**config.mk**
```make
export PLATFORM = sky130hd
export DESIGN_NAME = ps2_key_event_ctrl
export DESIGN_NICKNAME = d
export VERILOG_FILES = /design/src/rtl/ps2_key_event_ctrl.sv
export SDC_FILE = /design/constraint.sdc
export NUM_CORES = 1
export LEC_CHECK = 0
export ABC_CLOCK_PERIOD_IN_PS = 3300
export CORE_UTILIZATION = 45
export CTS_BUF_LIST = sky130_fd_sc_hd__clkbuf_8
export CTS_CLUSTER_DIAMETER = 100
export DETAILED_ROUTE_END_ITERATION = 6
export GPL_TIMING_DRIVEN = 0
export PLACE_DENSITY = 0.7
export SETUP_SLACK_MARGIN = 0.1
export SYNTH_ARGS = -nofsm -noshare
export SYNTH_HDL_FRONTEND = slang
export SYNTH_SLANG_ARGS = --single-unit
```
**constraint.sdc**
```tcl
create_clock -name clk -period 3.3 [get_ports clk]
set_input_delay 0.66 -clock clk [delete_from_list [all_inputs] [get_ports clk]]
set_output_delay 0.66 -clock clk [all_outputs]
set_load 0.01 [all_outputs]
```
**src/rtl/ps2_key_event_ctrl.sv**
```systemverilog
// Purpose: parses PS2 scan bytes (E0 extended / F0 break prefixes) into key events,
//          queues them in a first-word-fall-through FIFO and hands them to the CPU
//          through a valid/ack handshake.
// Latency: final byte rx_done_tick -> evt_valid two cycles later (FIFO empty).
// Backpressure: rx_en (registered) drops once DEPTH-1 events are queued; a push into
//          a full FIFO with no same-cycle pop is dropped and sets sticky ovf.
//
// Ports:
//   clk, reset        clock, asynchronous active-high reset
//   rx_done_tick      receiver strobe, rx_data valid
//   rx_data[7:0]      scan byte
//   rx_en             receiver enable (1 = accept frames)
//   evt_valid         head event present
//   evt_code/ext/brk  head event fields
//   evt_ack           pop strobe (ignored while empty)
//   ovf, ovf_clr      sticky drop flag and its clear
//   fifo_count        number of queued events
module ps2_key_event_ctrl #(
    parameter int DEPTH       = 8,
    parameter int TIMEOUT_CYC = 1000000
) (
    input  logic                     clk,
    input  logic                     reset,
    input  logic                     rx_done_tick,
    input  logic [7:0]               rx_data,
    output logic                     rx_en,
    output logic                     evt_valid,
    output logic [7:0]               evt_code,
    output logic                     evt_ext,
    output logic                     evt_brk,
    input  logic                     evt_ack,
    output logic                     ovf,
    input  logic                     ovf_clr,
    output logic [$clog2(DEPTH):0]   fifo_count
);

    localparam int AW = $clog2(DEPTH);
    localparam int CW = AW + 1;
    localparam int TW = (TIMEOUT_CYC > 1) ? $clog2(TIMEOUT_CYC) : 1;
    localparam logic [TW-1:0] TO_MAX  = TW'(TIMEOUT_CYC - 1);
    localparam logic [CW-1:0] CNT_FULL = CW'(DEPTH);
    localparam logic [CW-1:0] CNT_HI   = CW'(DEPTH - 1);

    typedef struct packed {
        logic       ext;
        logic       brk;
        logic [7:0] code;
    } evt_t;

    typedef enum logic [1:0] {S_IDLE, S_EXT, S_BRK, S_EXT_BRK} state_t;

    state_t          state_q, state_d;
    logic [TW-1:0]   to_cnt_q;
    logic            is_e0, is_f0, is_err;
    logic            push_now;
    evt_t            push_new;
    logic            push_vld_q;
    evt_t            push_dat_q;

    evt_t            mem [DEPTH];
    logic [AW-1:0]   wr_ptr_q, rd_ptr_q;
    logic [CW-1:0]   count_q;
    evt_t            last_q;
    evt_t            head;
    logic            full, do_push, do_pop, ovf_set;
    logic            ovf_q, rx_en_q;

    assign is_e0  = (rx_data == 8'hE0);
    assign is_f0  = (rx_data == 8'hF0);
    assign is_err = (rx_data == 8'h00) || (rx_data == 8'hFF);

    // ---------------- parser FSM: state register ----------------
    always_ff @(posedge clk or posedge reset) begin
        if (reset) state_q <= S_IDLE;
        else       state_q <= state_d;
    end

    // ---------------- parser FSM: next state ----------------
    always_comb begin
        state_d = state_q;
        if (rx_done_tick) begin
            case (state_q)
                S_IDLE:  state_d = is_e0 ? S_EXT : (is_f0 ? S_BRK : S_IDLE);
                S_EXT:   state_d = is_f0 ? S_EXT_BRK : (is_e0 ? S_EXT : S_IDLE);
                default: state_d = S_IDLE;
            endcase
        end else if (state_q != S_IDLE && to_cnt_q == TO_MAX) begin
            state_d = S_IDLE;
        end
    end

    // ---------------- parser FSM: outputs ----------------
    // Any non-prefix, non-error byte completes an event; the current state
    // alone tells which prefixes preceded it. Prefixes in illegal positions
    // fall through to IDLE in the next-state logic without pushing.
    always_comb begin
        push_now      = rx_done_tick && !is_e0 && !is_f0 && !is_err;
        push_new.ext  = (state_q == S_EXT) || (state_q == S_EXT_BRK);
        push_new.brk  = (state_q == S_BRK) || (state_q == S_EXT_BRK);
        push_new.code = rx_data;
    end

    // Inter-byte timeout; cleared by every byte and whenever the parser idles.
    always_ff @(posedge clk or posedge reset) begin
        if (reset)                                to_cnt_q <= '0;
        else if (rx_done_tick || state_d == S_IDLE) to_cnt_q <= '0;
        else                                      to_cnt_q <= to_cnt_q + 1'b1;
    end

    // Completed event is staged one cycle before entering the FIFO.
    always_ff @(posedge clk or posedge reset) begin
        if (reset) begin
            push_vld_q <= 1'b0;
            push_dat_q <= '0;
        end else begin
            push_vld_q <= push_now;
            if (push_now) push_dat_q <= push_new;
        end
    end

    // ---------------- event FIFO ----------------
    assign full    = (count_q == CNT_FULL);
    assign do_pop  = evt_ack && (count_q != '0);
    // A pop in the same cycle frees the slot, so a full FIFO still accepts.
    assign do_push = push_vld_q && (!full || do_pop);
    assign ovf_set = push_vld_q && full && !do_pop;

    always_ff @(posedge clk) begin
        if (do_push) mem[wr_ptr_q] <= push_dat_q;
    end

    always_ff @(posedge clk or posedge reset) begin
        if (reset) begin
            wr_ptr_q <= '0;
            rd_ptr_q <= '0;
            count_q  <= '0;
            last_q   <= '0;
            ovf_q    <= 1'b0;
            rx_en_q  <= 1'b1;
        end else begin
            if (do_push) wr_ptr_q <= wr_ptr_q + 1'b1;
            if (do_pop) begin
                rd_ptr_q <= rd_ptr_q + 1'b1;
                last_q   <= mem[rd_ptr_q];
            end
            case ({do_push, do_pop})
                2'b10:   count_q <= count_q + 1'b1;
                2'b01:   count_q <= count_q - 1'b1;
                default: count_q <= count_q;
            endcase
            if (ovf_set)      ovf_q <= 1'b1;
            else if (ovf_clr) ovf_q <= 1'b0;
            // Lags count by one cycle; one slot of headroom covers a frame in flight.
            rx_en_q <= (count_q < CNT_HI);
        end
    end

    // When empty, hold the last popped event rather than stale storage.
    assign head       = (count_q == '0) ? last_q : mem[rd_ptr_q];
    assign evt_valid  = (count_q != '0);
    assign evt_code   = head.code;
    assign evt_ext    = head.ext;
    assign evt_brk    = head.brk;
    assign ovf        = ovf_q;
    assign rx_en      = rx_en_q;
    assign fifo_count = count_q;

endmodule

```
==> flow_summary.toml, run 1 <==
[outcome]
status = "complete, no violations"

[routing]
detail_route.vias_per_cell = 5.32
vias = 3243
drc = 0
first_pass_iters = 4
postRouteAntennaNets = 0
totalWireLength_um = 10200
wl_per_cell_um = 16.7
drt-initial-drc-count = 196

[global_route]
grt_max_degree = 39
antenna_found_initial = 0
grt_util_met1_pct = 22.5
grt_overflow = 0
top_usage_layer = "met2"
use_met2_pct = 29.2
grt_pass1_vias = 3304
use_met3_pct = 4.98
grt_pass1_wl_um = 17000
grt.total_usage_pct = 17.8

[pwr]
p_per_area_nw_per_um2 = 793
max-vdd-ir-drop_v = 0.000342
finalPower_mw = 5.27
leakage_nw = 2.44

[worst_hold_path]
worstHoldPathType = "reg2reg"
min_path_cells = 2

[finish]
drive_gt1_share_pct = 21.0
mostFrequentLayoutCell = "edfxtp_1"
layout_common_cells = "edfxtp_1, dfrtp_1, nor2_1"
syn_to_final_growth_pct = 17.3
n_fill_cell = 984
n_antenna_cell = 0
final_nets = 449

[die]
core_area_um2 = 12200
num_rows = 40
chipHeight_um = 114
ioPinCount = 30
fp.dieW_um = 114
die_area_um2 = 13000
start_util_pct = 46.6

[yosys]
ys.flop_type = "edfxtp_1"
synth_area_leaders = "edfxtp_1, dfrtp_1, mux4_2"
syn_area_um2 = 5660
syn-num-nets = 399
avgSynthCellArea_um2 = 14.9
synth_compound_area_share_pct = 4.35
synth_xor_area_share_pct = 2.94
synthArstFlopShare_pct = 40.7
synth-edff-count = 80
yosys.area_share.simple_pct = 9.66
syn_inst = 379
yosysTopAreaCell = "edfxtp_1"
ys_seq_area_share_pct = 66.7
synth.distinct_cells = 43
synth_mux_area_share_pct = 12.5
synthAdderAreaFrac_pct = 1.68
synth_top_family_by_area = "multiplexers"
synth_top_area_share_pct = 42.4
ys_ff_latch = 135
yosysWarnings = 0

[worst_setup_path]
worst_r2r_path_depth = 9
cp.required_ns = 2.64
critPathMaxFanout = 10
crit_arrival_ns = 2.44
startpoint_type = "flip-flop"
crit_path_end_kind = "output port"
critPathKind = "reg2out"

[timing]
rsz0062_at_grt = "false"
slew_viol_final = 0
final-setup-viol-count = 0
tightestPinTransition_ns = 1.07
tns_ns = 0
hold_slack_ns = 0.482
post-route-period-util_pct = 93.9
hold_viol_final = 0
fin_crit_ns = 3.10
skew_ns = 0.0139
slew_headroom_pct = 28.5
max_freq_ghz = 0.323

[placement]
portBuffers = 29
dp_hpwl_um = 6840
gp_congestion = 0.832

[clock_tree]
cts_num_sinks = 135
cts_buffers = 17
cts_tree = "done"
clock-root-buffer = "clkbuf_8"
cts_max_path_buffers = 2
htreeDepth = 4
clock_latency_ns = 0.45
clk_pin_slew_ns = 0.08

[flow_run]
drv_cap = 0
==> cell type report <==
class / count / area [um2] / share of cell area (%)
clock buffers: 20 / 275 / 4.14
plain buffers: 13 / 96.3 / 1.45
repair buffers: 31 / 318 / 4.78
multi-input cells: 217 / 1810 / 27.2
well taps: 168 / 210 / 3.16
inverters: 14 / 52.6 / 0.791
flip-flops and latches: 135 / 3780 / 56.9
clock inverters: 12 / 105 / 1.58
==> cells in the mapped netlist (3+ instances only) <==
cell and count:
inv_1 14, nor4_1 5, mux4_2 20, nand2b_1 5, o21ai_0 13, dfrtp_1 54, and4_1 3, ha_1 6
nor2_1 35, and3_1 4, mux2_2 11, or4_1 5, mux2i_1 12, clkbuf_1 6, nand3_1 7, a21oi_1 17
nand2_1 22, xnor2_1 9, edfxtp_1 80, xor2_1 10, o31ai_1 4, nand4_1 7, nor3_1 3, buf_2 5
==> where the power goes <==
group	leakage [nW]	internal, mW	switching, mW
Combinational	0.832	0.890	0.808
Clock	0.182	0.650	0.642
Sequential	1.43	2.10	0.179
==> metal layers <==
metal  up-vias  wire [um]
met1      1628       4570
met4         0        177
met5         -          0
met2        76       5070
met3        14        401
li1       1525          -
==> worst paths after layout <==
kind	start	slack, ns	to
worst max-delay path	rd_ptr_q[0]	0.20	evt_code[2]
min in group asynchronous	reset	0.52	fifo_count[2]
worst min register to register	last_q[4]	0.48	last_q[4]
worst max register to register	fifo_count[0]	0.69	fifo_count[3]
max in group asynchronous	reset	2.24	push_dat_q[2]
worst min-delay path	last_q[4]	0.48	last_q[4]
==> flip-flops by register name (all words and copies together), names as in the netlist, 2 cells and up <==
signal	count
fifo_count	4
state_q	2
last_q	10
rd_ptr_q	3
mem	80
to_cnt_q	20
push_dat_q	10
wr_ptr_q	3
==> repair_timing <==
item / in CTS / in global routing
setup endpoints to repair: 10 / 10
setup buffers: 0 / 1
cloned: 0 / 0
gates resized for setup: 12 / 9
pin swaps: 0 / 0
hold buffers: 0 / 0
==> worst max-delay path, stage by stage (launching register included) <==
cell             delay [ns]
dfrtp_2                0.42
buf_8                  0.18
mux4_2                 0.51
mux2i_1                0.27
a21oi_1                0.12
clkdlybuf4s50_1        0.48
==> cell families after synthesis <==
group,count (synthesis)
fa+ha+maj,7
compound gates,42
xor+xnor,19
buf+inv,27
simple gates,105
mux,44
flops,135
==> through the flow <==
stage	utilization, %	area (um2)	std cells	setup WS (ns)
after floorplan	-	5660	379	0.867
after global placement	50.7	6160	576	-0.131
after detailed placement	50.9	6190	577	0.280
after CTS	54.3	6600	609	0.140
after global routing	54.6	6650	610	0.114
final	54.6	6650	610	0.201
Power figures use the tool's default switching activity.
==> run 2: changes to the inputs <==
--- a/config.mk
+++ b/config.mk
@@ -10,8 +10,8 @@
 export CTS_BUF_LIST = sky130_fd_sc_hd__clkbuf_8
 export CTS_CLUSTER_DIAMETER = 100
 export DETAILED_ROUTE_END_ITERATION = 6
-export GPL_TIMING_DRIVEN = 0
-export PLACE_DENSITY = 0.7
+export DONT_BUFFER_PORTS = 1
+export PLACE_DENSITY = 0.67
 export SETUP_SLACK_MARGIN = 0.1
 export SYNTH_ARGS = -nofsm -noshare
 export SYNTH_HDL_FRONTEND = slang
==> run 2 against run 1 <==
Critical path depth down 2; worst hold slack got worse by 0.36 ns; wire length fell by 3.1%; first-iteration DRC count is 18% lower; cell count decreased by 5.2%; non-clock buffer count is 32 lower; flip-flop and latch count unchanged; critical endpoint is now evt_code[7]; largest cell class unchanged; critical path type unchanged; clock-buffer cell count is 3 lower; combinational power down 32%.
==> flow_summary.toml, run 2 (synthesis results as in run 1) <==
[timing]
rsz0062_at_grt = "false"
max_freq_ghz = 0.334
slew_headroom_pct = 36.8
final-setup-viol-count = 0
slew_viol_final = 0
skew_ns = 0.0141
fin_crit_ns = 2.99
post-route-period-util_pct = 90.7
hold_viol_final = 0
hold_slack_ns = 0.123
tightestPinTransition_ns = 0.947
tns_ns = 0

[clock_tree]
cts_hold_buf = 0
clk_pin_slew_ns = 0.08
clock_latency_ns = 0.44
postCtsSetupRepairBufs = 0
cts_tree = "done"
htreeDepth = 4
cts_buffers = 17
clock-root-buffer = "clkbuf_8"
cts_max_path_buffers = 2
cts_num_sinks = 135
post_cts_resized = 0

[die]
num_rows = 40
die_area_um2 = 13000
fp.dieW_um = 114
ioPinCount = 30
chipHeight_um = 114
core_area_um2 = 12200
start_util_pct = 46.6

[worst_setup_path]
crit_arrival_ns = 2.33
worst-r2r-setup-slack_ns = 0.56
crit_path_end = "evt_code[7]"
reg2reg_to = "fifo_count[3]"
slowest_stage = "dfrtp_1"
cp_cell_sequence = "mux4_2 -> mux2i_1 -> a21oi_1"
r2r-start = "fifo_count[0]"
startpoint_type = "flip-flop"
path_delay_family = "flip-flops"
max_stage_delay_ns = 0.97
crit_path_end_kind = "output port"
crit_buf_inv = 0
worst_r2r_path_depth = 9
cp.required_ns = 2.64
critPathKind = "reg2out"
worstSetupPathDepth = 3
startpoint = "rd_ptr_q[1]"
critPathMaxFanout = 22

[routing]
wl_per_cell_um = 17.1
totalWireLength_um = 9890
drc = 0
detail_route.vias_per_cell = 5.31
vias = 3071
postRouteAntennaNets = 0
first_pass_iters = 4
drt-initial-drc-count = 160

[pwr]
leakage_nw = 2.33
finalPower_mw = 4.83
max-vdd-ir-drop_v = 0.000270
p_per_area_nw_per_um2 = 770

[placement]
place_area_um2 = 5890
gp_congestion = 0.822
dp_hpwl_um = 6510
portBuffers = 0

[finish]
layout_common_cells = "edfxtp_1, dfrtp_1, nor2_1"
largest_register_ffs = 80
mostFrequentLayoutCell = "edfxtp_1"
n_fill_cell = 997
syn_to_final_growth_pct = 10.9
multi_input_area_um2 = 1760
largest_register = "mem"
finalInstanceArea_um2 = 6280
final_core_util_pct = 51.6
reg_top3 = "mem: 80 flops, to_cnt_q: 20 flops"
drive_gt1_share_pct = 20.5
n_antenna_cell = 0
final_nets = 417
ff_latch_area_um2 = 3780

[global_route]
grt_pass1_wl_um = 16100
antenna_found_initial = 0
grt_overflow = 0
grt_pass1_vias = 3100
grt_max_degree = 23
grt.total_usage_pct = 17.1

[flow_run]
drv_cap = 0

[worst_hold_path]
worstHoldPathType = "in2async"

[outcome]
status = "complete, no violations"
-- run 2: cell types whose count changed in the layout (fill, tap and decap cells not counted), sizes merged --
cell           change
clkdlybuf4s50     -29
clkinvlp           -2
bufinv             +1
clkinv             +4
clkbuf             -8
buf                +2
-- run 2: metal layers --
| layer | share of wire [%] | up-vias | track usage [%] |
|---|---|---|---|
| met2 | 51 | 68 | 28.3 |
| met1 | 42 | 1528 | 20.3 |
| met3 | 5.4 | 14 | 5.66 |
| met4 | 1.5 | 0 | 7.88 |
| met5 | 0 | - | 0 |
| li1 | - | 1461 | - |
-- run 2: cell type report --
cell class / count / area share, %
clock buffer: 17 / 3.73
sequential: 135 / 60.2
multi-input combinational: 217 / 28.0
tap: 168 / 3.35
inverter: 14 / 0.837
clock inverter: 15 / 2.43
timing repair buffer: 12 / 1.43
-- run 2: how the worst min path moves through the flow --
stage | end | slack, ns | cells after the start
floorplan | last_q[0] | 0.45 | 2
global placement | last_q[1] | 0.46 | 2
detailed placement | last_q[1] | 0.47 | 2
CTS | fifo_count[1] | 0.11 | 1
global route | push_dat_q[4] | 0.14 | 1
finish | fifo_count[2] | 0.12 | 1
-- run 2: where the power goes --
part	total, mW	switching, mW	internal [mW]
Combinational	1.15	0.601	0.546
Clock	1.33	0.657	0.672
Sequential	2.36	0.264	2.09
-- run 2: through the flow --
step | worst slack (ns) | instances
6_report | 0.306 | 578
5_1_grt | 0.169 | 578
4_1_cts | 0.233 | 578
3_5_place_dp | 0.563 | 546
3_3_place_gp | 0.610 | 546
2_1_floorplan | 0.867 | 379
